## src/rtl/bwt_table_loader.sv

```systemverilog
// Loads the C, Occ and read/D lookup memories from a byte stream: parses a
// two-byte header, assembles entries and issues one registered write strobe per entry.
module bwt_table_loader (
  input  logic        clk,
  input  logic        rst_n,
  input  logic        start,
  input  logic        abort,
  input  logic [7:0]  in_data,
  input  logic        in_valid,
  output logic        in_ready,
  output logic        we_C,
  output logic [1:0]  waddr_C,
  output logic [7:0]  wdata_C,
  output logic        we_Occ,
  output logic [7:0]  waddr_Occ,
  output logic [31:0] wdata_Occ,
  output logic        we_rd,
  output logic [7:0]  waddr_rd,
  output logic [7:0]  wdata_d,
  output logic [1:0]  wdata_read,
  output logic        busy,
  output logic        done,
  output logic        err
);

  localparam logic [2:0] S_IDLE = 3'd0;
  localparam logic [2:0] S_HDR0 = 3'd1;
  localparam logic [2:0] S_HDR1 = 3'd2;
  localparam logic [2:0] S_CTBL = 3'd3;
  localparam logic [2:0] S_OCC  = 3'd4;
  localparam logic [2:0] S_RD   = 3'd5;
  localparam logic [2:0] S_DONE = 3'd6;

  logic [2:0]  state_q, state_d;
  logic [7:0]  occ_last_q, occ_last_d;
  logic [7:0]  rd_last_q, rd_last_d;
  logic [1:0]  byte_idx_q, byte_idx_d;
  logic [31:0] asm_q, asm_d;
  logic [7:0]  rd_byte_q, rd_byte_d;
  logic [7:0]  occ_cnt_q, occ_cnt_d;
  logic [7:0]  rd_cnt_q, rd_cnt_d;
  logic        we_c_q, we_c_d;
  logic [1:0]  waddr_c_q, waddr_c_d;
  logic [7:0]  wdata_c_q, wdata_c_d;
  logic        we_occ_q, we_occ_d;
  logic [7:0]  waddr_occ_q, waddr_occ_d;
  logic [31:0] wdata_occ_q, wdata_occ_d;
  logic        we_rd_q, we_rd_d;
  logic [7:0]  waddr_rd_q, waddr_rd_d;
  logic [7:0]  wdata_d_q, wdata_d_d;
  logic [1:0]  wdata_read_q, wdata_read_d;
  logic        err_q, err_d;
  logic        accept;

  assign in_ready = (state_q == S_HDR0) || (state_q == S_HDR1) || (state_q == S_CTBL) ||
                    (state_q == S_OCC)  || (state_q == S_RD);
  assign accept   = in_valid & in_ready;

  always_comb begin
    state_d      = state_q;
    occ_last_d   = occ_last_q;
    rd_last_d    = rd_last_q;
    byte_idx_d   = byte_idx_q;
    asm_d        = asm_q;
    rd_byte_d    = rd_byte_q;
    occ_cnt_d    = occ_cnt_q;
    rd_cnt_d     = rd_cnt_q;
    we_c_d       = 1'b0;
    waddr_c_d    = waddr_c_q;
    wdata_c_d    = wdata_c_q;
    we_occ_d     = 1'b0;
    waddr_occ_d  = waddr_occ_q;
    wdata_occ_d  = wdata_occ_q;
    we_rd_d      = 1'b0;
    waddr_rd_d   = waddr_rd_q;
    wdata_d_d    = wdata_d_q;
    wdata_read_d = wdata_read_q;
    err_d        = err_q;

    case (state_q)
      S_IDLE: begin
        if (start && !abort) begin
          state_d    = S_HDR0;
          err_d      = 1'b0;
          byte_idx_d = 2'd0;
          asm_d      = 32'd0;
          occ_cnt_d  = 8'd0;
          rd_cnt_d   = 8'd0;
        end
      end
      S_HDR0: begin
        if (accept) begin
          occ_last_d = in_data;
          state_d    = S_HDR1;
        end
      end
      S_HDR1: begin
        if (accept) begin
          rd_last_d  = in_data;
          byte_idx_d = 2'd0;
          state_d    = S_CTBL;
        end
      end
      S_CTBL: begin
        if (accept) begin
          we_c_d     = 1'b1;
          waddr_c_d  = byte_idx_q;
          wdata_c_d  = in_data;
          byte_idx_d = byte_idx_q + 2'd1;
          if (byte_idx_q == 2'd3) state_d = S_OCC;
        end
      end
      S_OCC: begin
        if (accept) begin
          // Little-endian: the first (A) byte ends up in [7:0] after four shifts.
          asm_d      = {in_data, asm_q[31:8]};
          byte_idx_d = byte_idx_q + 2'd1;
          if (byte_idx_q == 2'd3) begin
            we_occ_d    = 1'b1;
            waddr_occ_d = occ_cnt_q;
            wdata_occ_d = {in_data, asm_q[31:8]};
            occ_cnt_d   = occ_cnt_q + 8'd1;
            if (occ_cnt_q == occ_last_q) state_d = S_RD;
          end
        end
      end
      S_RD: begin
        if (accept) begin
          if (byte_idx_q[0] == 1'b0) begin
            rd_byte_d  = in_data;
            byte_idx_d = 2'd1;
          end else begin
            we_rd_d      = 1'b1;
            waddr_rd_d   = rd_cnt_q;
            wdata_d_d    = rd_byte_q;
            wdata_read_d = in_data[1:0];
            if (in_data[7:2] != 6'd0) err_d = 1'b1;
            rd_cnt_d     = rd_cnt_q + 8'd1;
            byte_idx_d   = 2'd0;
            if (rd_cnt_q == rd_last_q) state_d = S_DONE;
          end
        end
      end
      S_DONE: state_d = S_IDLE;
      default: state_d = S_IDLE;
    endcase

    // Abort wins over any byte accepted on the same edge: no strobe, no error update.
    if (abort && (state_q != S_IDLE)) begin
      state_d    = S_IDLE;
      we_c_d     = 1'b0;
      we_occ_d   = 1'b0;
      we_rd_d    = 1'b0;
      err_d      = err_q;
      byte_idx_d = 2'd0;
      asm_d      = 32'd0;
      rd_byte_d  = 8'd0;
    end
  end

  always_ff @(posedge clk) begin
    if (!rst_n) begin
      state_q      <= S_IDLE;
      occ_last_q   <= 8'd0;
      rd_last_q    <= 8'd0;
      byte_idx_q   <= 2'd0;
      asm_q        <= 32'd0;
      rd_byte_q    <= 8'd0;
      occ_cnt_q    <= 8'd0;
      rd_cnt_q     <= 8'd0;
      we_c_q       <= 1'b0;
      waddr_c_q    <= 2'd0;
      wdata_c_q    <= 8'd0;
      we_occ_q     <= 1'b0;
      waddr_occ_q  <= 8'd0;
      wdata_occ_q  <= 32'd0;
      we_rd_q      <= 1'b0;
      waddr_rd_q   <= 8'd0;
      wdata_d_q    <= 8'd0;
      wdata_read_q <= 2'd0;
      err_q        <= 1'b0;
    end else begin
      state_q      <= state_d;
      occ_last_q   <= occ_last_d;
      rd_last_q    <= rd_last_d;
      byte_idx_q   <= byte_idx_d;
      asm_q        <= asm_d;
      rd_byte_q    <= rd_byte_d;
      occ_cnt_q    <= occ_cnt_d;
      rd_cnt_q     <= rd_cnt_d;
      we_c_q       <= we_c_d;
      waddr_c_q    <= waddr_c_d;
      wdata_c_q    <= wdata_c_d;
      we_occ_q     <= we_occ_d;
      waddr_occ_q  <= waddr_occ_d;
      wdata_occ_q  <= wdata_occ_d;
      we_rd_q      <= we_rd_d;
      waddr_rd_q   <= waddr_rd_d;
      wdata_d_q    <= wdata_d_d;
      wdata_read_q <= wdata_read_d;
      err_q        <= err_d;
    end
  end

  assign we_C       = we_c_q;
  assign waddr_C    = waddr_c_q;
  assign wdata_C    = wdata_c_q;
  assign we_Occ     = we_occ_q;
  assign waddr_Occ  = waddr_occ_q;
  assign wdata_Occ  = wdata_occ_q;
  assign we_rd      = we_rd_q;
  assign waddr_rd   = waddr_rd_q;
  assign wdata_d    = wdata_d_q;
  assign wdata_read = wdata_read_q;
  assign busy       = (state_q != S_IDLE);
  assign done       = (state_q == S_DONE);
  assign err        = err_q;

endmodule

```

## config.mk

```make
export PLATFORM = sky130hd
export DESIGN_NAME = bwt_table_loader
export DESIGN_NICKNAME = d
export VERILOG_FILES = /design/src/rtl/bwt_table_loader.sv
export SDC_FILE = /design/constraint.sdc
export NUM_CORES = 1
export LEC_CHECK = 0
export CAP_MARGIN = 30
export CORE_MARGIN = 2
export CORE_UTILIZATION = 53
export DETAILED_ROUTE_END_ITERATION = 16
export PLACE_DENSITY = 0.86
export SLEW_MARGIN = 20
export SYNTH_ARGS = -nofsm -noshare
export SYNTH_HDL_FRONTEND = slang
export SYNTH_SLANG_ARGS = --single-unit
```

## constraint.sdc

```tcl
create_clock -name clk -period 2.4 [get_ports clk]
set_clock_uncertainty 0.05 [all_clocks]
set_input_delay 0.36 -clock clk [delete_from_list [all_inputs] [get_ports clk]]
set_output_delay 0.36 -clock clk [all_outputs]
set_load 0.005 [all_outputs]
```

==> summary.txt, run 1 <==
Outcome
  • Status: completed

Finish
  • Fin area: 0.007302 mm^2
  • FILL cells: 776
  • Final core utilization: 70.42%
  • Commonest non-fill, non-tap cell in the layout: nand2_1
  • Storage element area: 0.002825 mm^2
  • Ant. Diodes: 0
  • Multi-input gate area: 0.002675 mm^2
  • Layout cell share with drive strength beyond 1: 8.161%
  • Nets: 777
  • Most frequent cells in the layout: nand2_1, dfxtp_1, clkdlybuf4s50_1
  • Layout Area Growth over Synthesis: 28.18%

Timing
  • Final hold vios: 0
  • Setup violations, final: 0
  • Setup_tns: 0 ns
  • RSZ-0062 raised after global routing: false
  • Final Slew Violations: 0
  • Final min period: 2.257 ns
  • Final hold slack: 0.1734 ns
  • Worst Max-Slew Pin Slew: 0.5066 ns
  • Final period utilization: 94.03%
  • Slew HR: 66.05%
  • Highest clock rate: 443.1 MHz

Flow run
  • Max cap viols: 0

Floorplan
  • Die Wd: 107.7 um
  • Core Box Area: 0.01037 mm^2
  • Die Height: 107.7 um
  • Site row count: 37
  • Io pins: 88
  • Die area: 0.01159 mm^2
  • Initial core utilization: 54.93%

Route
  • DR vias: 5113
  • Routed WL: 14300 um
  • Drt wl/cell: 15.75 um
  • First-pass detailed-route iteration total: 5
  • Routed Antenna Nets: 0
  • Drt initial violations: 342
  • DRC: 0
  • Post-DR vias/cell: 5.631

Critical path
  • WP data arrival: 1.85 ns
  • Req. time, crit path: 1.99 ns
  • CP Class: reg2out
  • Delay of the slowest critical-path stage: 0.53 ns
  • Cell breakdown of the critical path: nor3_2, a21oi_1, clkdlybuf4s50_1
  • CP max-delay cell: dfxtp_2
  • Critical path's top delay family: flip-flops
  • CP Buf/Inv Count: 1
  • Worst Path Max Fanout: 17
  • Cell depth of the worst setup path: 3
  • Critical Path Source Type: flop
  • Reg2reg path depth: 6
  • Crit. End Element: primary output

Global routing
  • Initial antenna violation count: 0
  • GRT overflow: 0
  • Largest net degree at the start of global routing: 78
  • Vias in the first global route: 4878
  • Total GRT Usage: 25.67%
  • First-pass GRT wire length: 23400 um

Clock tree
  • Root buf cell: clkbuf_8
  • Max clock buf depth: 2
  • Number of buffers created by CTS: 17
  • Clock Latency Late Sink: 0.52 ns
  • Reg clk slew, reported paths: 0.06 ns
  • CTS tree: built
  • H-tree Lvls: 4
  • Clock Sinks: 141

Power and ir drop
  • Reg power frac: 44.9%
  • Sw frac: 24.94%
  • Final Total Pwr: 5472 uW
  • PD cells: 749.3 mW/mm^2
  • Pint: 4107 uW
  • Clk pwr share: 44.9%
  • Combinational share of power: 10.1%
  • NetSw: 1365 uW
  • P_leak: 0.002539 uW
  • Max VDD drop: 0.0004112 V

Logic synthesis
  • Post-Syn Area: 0.005697 mm^2
  • Syn nets: 695
  • Distinct cells, synth: 38
  • Synth Flop Type: dfxtp_1
  • Sequential fraction of the synthesis area: 49.55%
  • Post-synth EDFFs: 0
  • Mean area per synthesized cell: 8.390 um^2
  • Synth top area share: 49.55%
  • Yosys reg bits: 141
  • Syn Inst Count: 679
  • Cell taking the most area after synthesis: dfxtp_1
  • Yosys warns: 0
  • Top post-synthesis cells by area: dfxtp_1, nand2_1, a21boi_0
  • Asr flop ratio synth: 0%

Place
  • Gp weighted congestion: 0.9077
  • DP Area: 0.006741 mm^2
  • Port Buf Inserts: 87
  • Detail Placement HPWL: 9433 um

Worst hold path
  • Min-Delay Path Class: in2reg
  • Hold depth: 2
layout make-up:
class / count / area share [%]
clock buffer: 20 / 5.963
clock inverter: 10 / 1.611
inverter: 2 / 0.1028
multi-input combinational: 488 / 36.63
sequential: 141 / 38.69
tap: 136 / 2.330
timing repair buffer: 111 / 14.67
registers in the layout (all words and copies together), names as in the netlist, 3 cells and up:
name	cells
asm_q	24
waddr_Occ	8
occ_last_q	8
rd_cnt_q	8
occ_cnt_q	8
rd_last_q	8
state_q	3
waddr_rd	8
rd_byte_q	8
wdata_C	8
wdata_d	8
wdata_Occ	32
per-layer routing:
| layer | track usage (%) | vias up | routed length (um) |
|---|---|---|---|
| met5 | 0 | - | 0 |
| met4 | 12.82 | 0 | 352 |
| met3 | 6.780 | 36 | 1197 |
| met2 | 39.98 | 242 | 6791 |
| met1 | 32.86 | 2428 | 5955 |
| li1 | - | 2407 | - |
cells by family after synthesis:
logic type                 after synthesis  synth area share, %
adders and majority gates                3               0.6590
AOI/OAI and AO/OA                      134                16.85
muxes                                   11                1.933
buffers and inverters                   50                3.668
and+or+nand+nor                        311                22.89
DFF                                    141                49.55
xor gates and xnor gates                29                4.459
what timing repair did:
item | 4_1_cts | 5_1_grt
hold buffers | 0 | 0
buffers inserted | 0 | 0
resized for setup | 2 | 1
pin swaps | 0 | 0
endpoints found under the setup margin | 2 | 2
final timing paths:
path                                     from       endpoint  slack (ns)
worst max register to register  byte_idx_q[0]   occ_cnt_q[7]        0.35
worst max-delay path               state_q[1]       in_ready        0.14
worst min-delay path                    rst_n   waddr_Occ[3]        0.17
worst min register to register  wdata_Occ[21]  wdata_Occ[21]        0.41
synthesized netlist by cell type, types with 4 or more instances:
master / instances
a21boi_0: 74
a21oi_1: 29
xnor2_1: 8
nor2b_1: 6
dfxtp_1: 141
nand2_1: 210
nor3_1: 7
mux2i_1: 11
nor2_1: 34
nand3_1: 30
clkbuf_1: 30
and2_1: 4
o21ai_0: 5
buf_2: 14
a21boi_1: 12
xor2_1: 21
and3_1: 5
power by group through the flow:
stage	clock network (uW)	registers (uW)	logic [uW]
3_5_place_dp	0	2500	534
4_1_cts	2470	2450	547
6_report	2460	2460	555
2_1_floorplan	0	2470	371
3_3_place_gp	0	2500	514
5_1_grt	2590	2460	604
through the flow:
step           instances  worst slack (ns)
2_1_floorplan        679            0.6753
3_3_place_gp         878            0.2361
3_5_place_dp         878            0.1309
4_1_cts              908           0.02847
5_1_grt              908           0.03263
6_report             908            0.1434
Power figures use the tool's default switching activity.
==> inputs of run 2 (changes only) <==
--- a/config.mk
+++ b/config.mk
@@ -5,7 +5,6 @@
 export SDC_FILE = /design/constraint.sdc
 export NUM_CORES = 1
 export LEC_CHECK = 0
-export CAP_MARGIN = 30
 export CORE_MARGIN = 2
 export CORE_UTILIZATION = 53
 export DETAILED_ROUTE_END_ITERATION = 16
==> results of run 2 <==
The final DEF is identical to that of run 1; final timing and power are the same.
